**src/rtl/codec_cfg_pkg.sv**
```systemverilog
// Shared types and constants for the codec configuration scheduler:
// FSM state encoding, the 11-word boot table and the default device address.
package codec_cfg_pkg;

    typedef enum logic [2:0] {
        S_IDLE,
        S_BOOT,
        S_ARB,
        S_SEND,
        S_WAIT
    } state_t;

    localparam int         BOOT_COUNT       = 11;
    localparam logic [7:0] DEV_ADDR_DEFAULT = 8'h34;

    // Boot payloads are {7-bit register address, 9-bit data}.
    localparam logic [15:0] BOOT_RESET     = 16'h1E00;
    localparam logic [15:0] BOOT_LLINE_IN  = 16'h0017;
    localparam logic [15:0] BOOT_RLINE_IN  = 16'h0217;
    localparam logic [15:0] BOOT_LHP_OUT   = 16'h0479;
    localparam logic [15:0] BOOT_RHP_OUT   = 16'h0679;
    localparam logic [15:0] BOOT_ANALOGUE  = 16'h0812;
    localparam logic [15:0] BOOT_DIGITAL   = 16'h0A00;
    localparam logic [15:0] BOOT_POWER     = 16'h0C00;
    localparam logic [15:0] BOOT_INTERFACE = 16'h0E0A;
    localparam logic [15:0] BOOT_SAMPLING  = 16'h1000;
    localparam logic [15:0] BOOT_ACTIVE    = 16'h1201;

    function automatic logic [15:0] boot_payload(input logic [3:0] idx);
        logic [15:0] p;
        case (idx)
            4'd0:    p = BOOT_RESET;
            4'd1:    p = BOOT_LLINE_IN;
            4'd2:    p = BOOT_RLINE_IN;
            4'd3:    p = BOOT_LHP_OUT;
            4'd4:    p = BOOT_RHP_OUT;
            4'd5:    p = BOOT_ANALOGUE;
            4'd6:    p = BOOT_DIGITAL;
            4'd7:    p = BOOT_POWER;
            4'd8:    p = BOOT_INTERFACE;
            4'd9:    p = BOOT_SAMPLING;
            4'd10:   p = BOOT_ACTIVE;
            default: p = 16'h0000;
        endcase
        return p;
    endfunction

endpackage

```
**src/rtl/codec_cfg_scheduler_rr_arbiter.sv**
```systemverilog
// Round-robin arbiter: grants the lowest requesting index strictly above ptr,
// wrapping around; combinational, one-hot grant.
module rr_arbiter #(
    parameter int NUM_REQ = 2,
    parameter int PTR_W   = 1
) (
    input  logic [NUM_REQ-1:0] req,
    input  logic [PTR_W-1:0]   ptr,
    output logic [NUM_REQ-1:0] grant,
    output logic               any_grant
);

    always_comb begin
        grant     = '0;
        any_grant = 1'b0;
        for (int i = 1; i <= NUM_REQ; i++) begin
            if (!any_grant && req[(int'(ptr) + i) % NUM_REQ]) begin
                grant[(int'(ptr) + i) % NUM_REQ] = 1'b1;
                any_grant                        = 1'b1;
            end
        end
    end

endmodule

```
**src/rtl/codec_cfg_scheduler.sv**
```systemverilog
// Codec register-write scheduler: plays the boot table once, then round-robins
// runtime requesters onto a single I2C writer. Define CODEC_CFG_RETRY_EN for NACK resends.
//
// Writer handshake: a word transfers on the cycle o_wr_valid && i_wr_ready; o_wr_word is
// held stable while o_wr_valid is high. Completion is the i_wr_done pulse, with i_wr_nack
// meaningful only in that cycle; done pulses outside the wait state are ignored.
module codec_cfg_scheduler
    import codec_cfg_pkg::*;
#(
    parameter int         NUM_REQ   = 2,
    parameter int         MAX_RETRY = 3,
    parameter logic [7:0] DEV_ADDR  = DEV_ADDR_DEFAULT
) (
    input  logic                     i_clk,
    input  logic                     i_rst_n,
    input  logic                     i_start,
    input  logic [NUM_REQ-1:0]       i_req,
    input  logic [NUM_REQ-1:0][15:0] i_req_word,
    output logic [NUM_REQ-1:0]       o_ack,
    output logic                     o_wr_valid,
    output logic [23:0]              o_wr_word,
    input  logic                     i_wr_ready,
    input  logic                     i_wr_done,
    input  logic                     i_wr_nack,
    output logic                     o_boot_done,
    output logic                     o_busy,
    output logic                     o_error,
    output state_t                   o_dbg_state
);

    localparam int         PTR_W     = (NUM_REQ > 1) ? $clog2(NUM_REQ) : 1;
    localparam logic [3:0] BOOT_LAST = 4'(BOOT_COUNT - 1);

    state_t               state, state_next;
    logic [3:0]           boot_idx;
    logic [PTR_W-1:0]     last_grant;
    logic [PTR_W-1:0]     grant_idx;
    logic [NUM_REQ-1:0]   ack_q;
    logic [NUM_REQ-1:0]   arb_req;
    logic [NUM_REQ-1:0]   arb_grant;
    logic                 any_grant;
    logic [23:0]          wr_word;
    logic                 boot_done;
    logic                 error_q;
    logic                 retry_now;

`ifdef CODEC_CFG_RETRY_EN
    localparam int RTRY_W = (MAX_RETRY > 0) ? $clog2(MAX_RETRY + 1) : 1;
    logic [RTRY_W-1:0] retry;
    assign retry_now = i_wr_nack && (retry < RTRY_W'(MAX_RETRY));
`else
    assign retry_now = 1'b0;
`endif

    // The retiring requester still holds i_req during its ack cycle; mask it so a
    // lone requester is not granted twice for one request.
    assign arb_req = i_req & ~ack_q;

    rr_arbiter #(
        .NUM_REQ (NUM_REQ),
        .PTR_W   (PTR_W)
    ) u_arb (
        .req       (arb_req),
        .ptr       (last_grant),
        .grant     (arb_grant),
        .any_grant (any_grant)
    );

    always_comb begin
        grant_idx = '0;
        for (int i = 0; i < NUM_REQ; i++) begin
            if (arb_grant[i]) grant_idx = PTR_W'(i);
        end
    end

    always_ff @(posedge i_clk or negedge i_rst_n) begin
        if (!i_rst_n) state <= S_IDLE;
        else          state <= state_next;
    end

    always_comb begin
        state_next = state;
        o_wr_valid = 1'b0;
        o_busy     = 1'b1;
        case (state)
            S_IDLE: begin
                o_busy = 1'b0;
                if (i_start) state_next = S_BOOT;
            end
            S_BOOT: state_next = S_SEND;
            S_ARB: begin
                o_busy = |i_req;
                if (any_grant) state_next = S_SEND;
            end
            S_SEND: begin
                o_wr_valid = 1'b1;
                if (i_wr_ready) state_next = S_WAIT;
            end
            S_WAIT: begin
                if (i_wr_done) begin
                    if (retry_now)                          state_next = S_SEND;
                    else if (boot_done)                     state_next = S_ARB;
                    else if (boot_idx == BOOT_LAST)         state_next = S_ARB;
                    else                                    state_next = S_BOOT;
                end
            end
            default: state_next = S_IDLE;
        endcase
    end

    always_ff @(posedge i_clk or negedge i_rst_n) begin
        if (!i_rst_n) begin
            boot_idx   <= '0;
            last_grant <= PTR_W'(NUM_REQ - 1);
            ack_q      <= '0;
            wr_word    <= '0;
            boot_done  <= 1'b0;
            error_q    <= 1'b0;
`ifdef CODEC_CFG_RETRY_EN
            retry      <= '0;
`endif
        end else begin
            ack_q <= '0;
            case (state)
                S_BOOT: begin
                    wr_word <= {DEV_ADDR, boot_payload(boot_idx)};
`ifdef CODEC_CFG_RETRY_EN
                    retry   <= '0;
`endif
                end
                S_ARB: begin
                    if (any_grant) begin
                        wr_word    <= {DEV_ADDR, i_req_word[grant_idx]};
                        last_grant <= grant_idx;
`ifdef CODEC_CFG_RETRY_EN
                        retry      <= '0;
`endif
                    end
                end
                S_WAIT: begin
                    if (i_wr_done) begin
                        if (retry_now) begin
`ifdef CODEC_CFG_RETRY_EN
                            retry <= retry + 1'b1;
`endif
                        end else begin
                            if (i_wr_nack) error_q <= 1'b1;
                            if (!boot_done) begin
                                if (boot_idx == BOOT_LAST) boot_done <= 1'b1;
                                else                       boot_idx  <= boot_idx + 4'd1;
                            end else begin
                                ack_q <= NUM_REQ'(1) << last_grant;
                            end
                        end
                    end
                end
                default: ;
            endcase
        end
    end

    assign o_ack       = ack_q;
    assign o_wr_word   = wr_word;
    assign o_boot_done = boot_done;
    assign o_error     = error_q;
    assign o_dbg_state = state;

endmodule

```
**config.mk**
```make
export PLATFORM = sky130hd
export DESIGN_NAME = codec_cfg_scheduler
export DESIGN_NICKNAME = d
export VERILOG_FILES = /design/src/rtl/codec_cfg_pkg.sv /design/src/rtl/codec_cfg_scheduler_rr_arbiter.sv /design/src/rtl/codec_cfg_scheduler.sv
export SDC_FILE = /design/constraint.sdc
export NUM_CORES = 1
export LEC_CHECK = 0
export CAP_MARGIN = 15
export CORE_MARGIN = 2
export CORE_UTILIZATION = 35
export CTS_BUF_LIST = sky130_fd_sc_hd__clkbuf_16
export DETAILED_ROUTE_END_ITERATION = 6
export PLACE_DENSITY = 0.68
export SLEW_MARGIN = 25
export SYNTH_ARGS = -nofsm -noshare
export SYNTH_HDL_FRONTEND = slang
export SYNTH_SLANG_ARGS = --single-unit
```
**constraint.sdc**
```tcl
create_clock -name i_clk -period 2.5 [get_ports i_clk]
set_clock_uncertainty 0.05 [all_clocks]
set_input_delay 0.5 -clock i_clk [delete_from_list [all_inputs] [get_ports i_clk]]
set_output_delay 0.5 -clock i_clk [all_outputs]
set_load 0.05 [all_outputs]
```
=== After elaboration in Yosys (flattened, before gate mapping) ===
Memory sizes are Yosys's and may differ from the RTL's.
Cells that the tools add are included.

* Memory bits (read-only): 176
* Word-level logic and storage cells: 79
* Memories: 1
* Bits in registers: 36
* Bits of input ports: 40

{| class="wikitable"
|+ Memory list
! name !! depth !! width !! rd ports !! clocked after Yosys merged registers in !! write ports !! RTL line !! RTL
|-
| (no name shown) || 16 || 11 || 1 || 0 || 0 || codec_cfg_pkg.sv:31 || <nowiki>case (idx)</nowiki>
|}

* Equal/unequal tests: 9
* Shift operators: 1
* Bitwise gates (word level): 7
* $add $sub $neg: 3
* $lt $le $gt $ge: 5
* Reductions and logical operators: 13
* Muxes and demuxes: 33

{| class="wikitable"
|+ Operators with widths
! kind !! number
|-
| 24-bit one-hot mux with 2 select lines || 1
|-
| 16-bit 2-to-1 mux || 2
|-
| 24-bit 2-to-1 mux || 1
|-
| 3-bit one-hot mux with 5 select lines || 1
|-
| 1-bit 2-to-1 mux || 14
|-
| 2-bit 2-to-1 mux || 7
|-
| 3-bit 2-to-1 mux || 4
|-
| 2-bit != test, second input constant || 4
|-
| 4-bit AND reduction || 2
|-
| 3-bit by 2-bit equality test with 1-bit output, second input constant || 2
|-
| 2-bit by 3-bit < comparator with 1-bit output, second input constant || 2
|-
| 2-bit AND reduction || 3
|-
| 4-bit by 1-bit adder with 4-bit output, second input constant || 1
|-
| 4-bit equality test, second input constant || 1
|-
| 2-bit by 1-bit >= comparator with 1-bit output, second input constant || 2
|-
| 3-bit by 1-bit equality test with 1-bit output, second input constant || 1
|-
| 3-bit equality test, second input constant || 1
|-
| 1-bit logical AND || 3
|-
| 3-bit logical NOT || 1
|-
| 3-bit AND reduction || 1
|-
| 1-bit adder, second input constant || 2
|-
| 1-bit bitwise AND, first input constant || 2
|-
| 2-bit bitwise AND || 1
|-
| 1-bit demux with 1-bit select || 2
|-
| 9 further kinds || 10
|}

=== Depth between registers and ports, before layout ===
* Depth after elaboration: 14
* Depth in mapped cells: 6

=== Cells and area by module ===
Synthesis repeated with hierarchy kept, for this count alone.

* Cell total of the unflattened synthesis: 178
* Area total of the unflattened synthesis: 1751.7 um2

{| class="wikitable"
|+ By module, submodules not included
! module !! instances !! area each (um2) !! cells each
|-
| codec_cfg_scheduler || 1 || 1726.7 || 174
|-
| rr_arbiter || 1 || 25.0 || 4
|}

=== Least setup slack after synthesis ===
No wires, ideal clock.

* Path kind: reg-to-output
* Start point: register state[1], in the netlist o_dbg_state[1]
* End point: output o_wr_valid
* Slack: 0.580 ns
* Stages on the path, launching flop included: 3
* Path buffers: 1
* Arrival time: 1.370 ns
* Cell sequence: dfrtp_1 -> buf_2 -> and3b_1

* Longest elaborated chain between the ends: 2

{| class="wikitable"
|+ Ends and longest elaborated chain
! what !! RTL line !! RTL
|-
| start, declared || codec_cfg_scheduler.sv:34 || <nowiki>state_t state, state_next;</nowiki>
|-
| start signal, assigned || codec_cfg_scheduler.sv:78 || <nowiki>else state <= state_next;</nowiki>
|-
| 3-bit by 2-bit equality test with 1-bit output || codec_cfg_scheduler.sv:85 || <nowiki>case (state)</nowiki>
|-
| 1-bit 2-to-1 mux || codec_cfg_scheduler.sv:85 ||
|-
| end, declared || codec_cfg_scheduler.sv:20 || <nowiki>output logic o_wr_valid,</nowiki>
|}

No other way between the ends.

=== Worst setup path in the final report ===
* Start point: register state[0], in the netlist o_dbg_state[0]
* End point: output o_dbg_state[0]

{| class="wikitable"
|+ RTL lines
! what !! RTL line !! RTL
|-
| end, declared || codec_cfg_scheduler.sv:28 || <nowiki>output state_t o_dbg_state</nowiki>
|}

No word-level cell between the ends.

==> results.cfg <==
[run_status]
status = complete, no violations

[hold_path]
holdPathStages = 1
hp-class = reg2reg

[worst_setup_path]
slowest_delay_ns = 0.88
path_buf_inv = 1
critPathMaxFanout = 12
path_cells = clkdlybuf4s50_1
r2r_cells = 6
critPathSlowestCell = clkdlybuf4s50_1
cp.arrival_ns = 1.71
endpoint_kind = primary output
startpoint_type = flip-flop
cp_top_family = buffers and inverters
critPathKind = reg2out
cp_num_cells = 1
cp_data_required_time_ns = 1.95

[clock_tree]
ctsRootBufferMaster = clkbuf_16
clockBufferDepth = 2
cts_buffers = 5
clock_latency_ns = 0.27
cts_tree = yes
cts.htree.levels = 2
cts_setup_buffers = 0
clk_pin_slew_ns = 0.05
cts_num_sinks = 29

[yosys]
synthDistinctLibCells = 48
postSynthAreaPerCell_sq_um = 9.72
ys_ff_latch = 29
syn_area_sq_um = 1750
yosysSeqAreaShare_pct = 41.6
syn_inst = 180
synthFlopType = dfrtp_1
async_flop_share_pct = 100
synth_warnings = 0
synth_edf_count = 0

[timing]
finalCriticalPeriod_ns = 2.26
clock.fmax_mhz = 443
maxSlewHeadroom_pct = 64.6
setup_viol = 0
tightest_slew_ns = 0.530
fin_crit_sh_pct = 90.4
maxSlewViolCount = 0
fin_setup_tns_ns = 0
finalHoldViolCount = 0
rsz0062_at_grt = no

[global_route]
overflow = 0
grt_first_pass_wirelength_microns = 7510
antenna_found_initial = 0
gr-usage-all-layers_pct = 17.6
grt_pass1_vias = 1676
grt_max_degree = 30

[pwr]
peakVddDrop_mv = 0.627
power_leakage_uw = 0.00111
p_per_area_nw_per_um2 = 1380

[routing]
drt_iter0_markers = 88
antenna_left = 0
vias = 1595
drc = 0
routed_via_density = 5.06
dr.pass1.iters = 4
wl_microns = 4560
wire_per_inst_microns = 14.5

[die]
die_area_sq_um = 5580
io_pins = 73
die_h_microns = 74.7
initial_utilization_pct = 36.5
die_x_microns = 74.7
core_sq_um = 4790
rows = 25

[final_layout]
area.growth.synth_to_final_pct = 50.6
nets = 292
drive_gt1_share_pct = 8.06
layout_common_cells = clkdlybuf4s50_1 (65), dfrtp_1 (28), mux2i_1 (13)
diodes = 0
fill_cells = 436
final_common_cell = clkdlybuf4s50_1
final_cells = 315

[flow_run]
max-cap-violations = 0

[placement]
dp_hpwl_microns = 3290
io_buffers = 67
gp_congestion = 0.835
placed_cells = 307
==> flip-flops by register name (all words and copies together) (netlist names) <==
| name | count |
|---|---|
| o_dbg_state | 3 |
| o_error | 1 |
| o_ack | 2 |
| o_wr_word | 17 |
| last_grant | 1 |
| boot_idx | 4 |
| o_boot_done | 1 |
==> layout make-up <==
class	instances	area, sq um	area share, %
Clock buffer	5	125	4.75
Clock inverter	3	37.5	1.43
Inverter	2	7.51	0.285
Multi-Input combinational cell	134	910	34.5
Sequential cell	29	727	27.6
Tap cell	67	83.8	3.18
Timing Repair Buffer	75	743	28.2
==> power breakdown <==
group	internal [uW]	total [uW]	leakage, uW	switching (uW)
clock network	461	660	0.0000826	199
registers	679	877	0.000351	198
logic	806	2090	0.000674	1280
==> cells in the mapped netlist (2+ instances only) <==
cell	count	share of area, %
and3_1	4	1.4
dfrtp_1	28	40
nor2b_1	4	1.4
nand3_1	12	3.4
or3b_1	2	1.0
a31oi_1	10	3.6
o21ai_0	11	3.1
a21oi_1	2	0.57
ha_1	5	3.6
nor4_1	2	0.72
nor3b_4	2	2.1
xnor2_1	3	1.5
mux2i_1	13	7.4
inv_1	2	0.43
o2bb2ai_1	5	2.5
nor2_1	10	2.1
nor3_1	8	2.3
nand3b_1	2	0.86
buf_2	6	1.7
nand4_1	2	0.72
buf_4	9	3.9
and3b_1	2	1.0
nand2_1	10	2.1
clkbuf_1	2	0.43
==> through the flow <==
stage | utilization, % | instance area [sq um] | total power, uW | setup slack (ns) | hold slack, ns
finish | 55.0 | 2630 | 3620 | 0.240 | 0.415
global route | 55.0 | 2630 | 3840 | 0.158 | 0.447
CTS | 55.0 | 2630 | 3650 | 0.0721 | 0.421
detailed placement | 51.6 | 2470 | 2970 | 0.199 | 0.410
global placement | 51.6 | 2470 | 2940 | 0.206 | 0.393
floorplan | - | 1760 | 2310 | 0.580 | 0.154
==> per-layer routing <==
layer / up-vias / part of all wire [%] / GRT usage, %
met5: - / 0 / 0
met4: 0 / 1.8 / 7.14
met3: 10 / 6.4 / 4.82
met2: 51 / 49 / 29.0
met1: 750 / 43 / 22.0
li1: 784 / - / -
==> kinds of logic after synthesis <==
logic type      share of synthesized area (%)
simple gates                             23.1
compound gates                           15.3
flops                                    41.6
other cells                             0.214
mux                                      7.44
fa+ha+maj                                3.58
xor+xnor                                 1.50
buf+inv                                  7.30
==> final timing paths <==
path                       slack (ns)             end      startpoint
max                              0.24  o_dbg_state[0]  o_dbg_state[0]
min                              0.42         o_error         o_error
max reg2reg                      0.60    o_wr_word[9]  o_dbg_state[2]
min reg2reg                      0.42         o_error         o_error
max in group asynchronous        1.50      last_grant         i_rst_n
min in group asynchronous        0.57    o_wr_word[6]         i_rst_n
==> timing repair <==
item                       CTS  global route
hold buffers                 0             0
setup endpoints to repair    0             1
gates resized for setup      0             1
(Power assumes the default switching activity.)
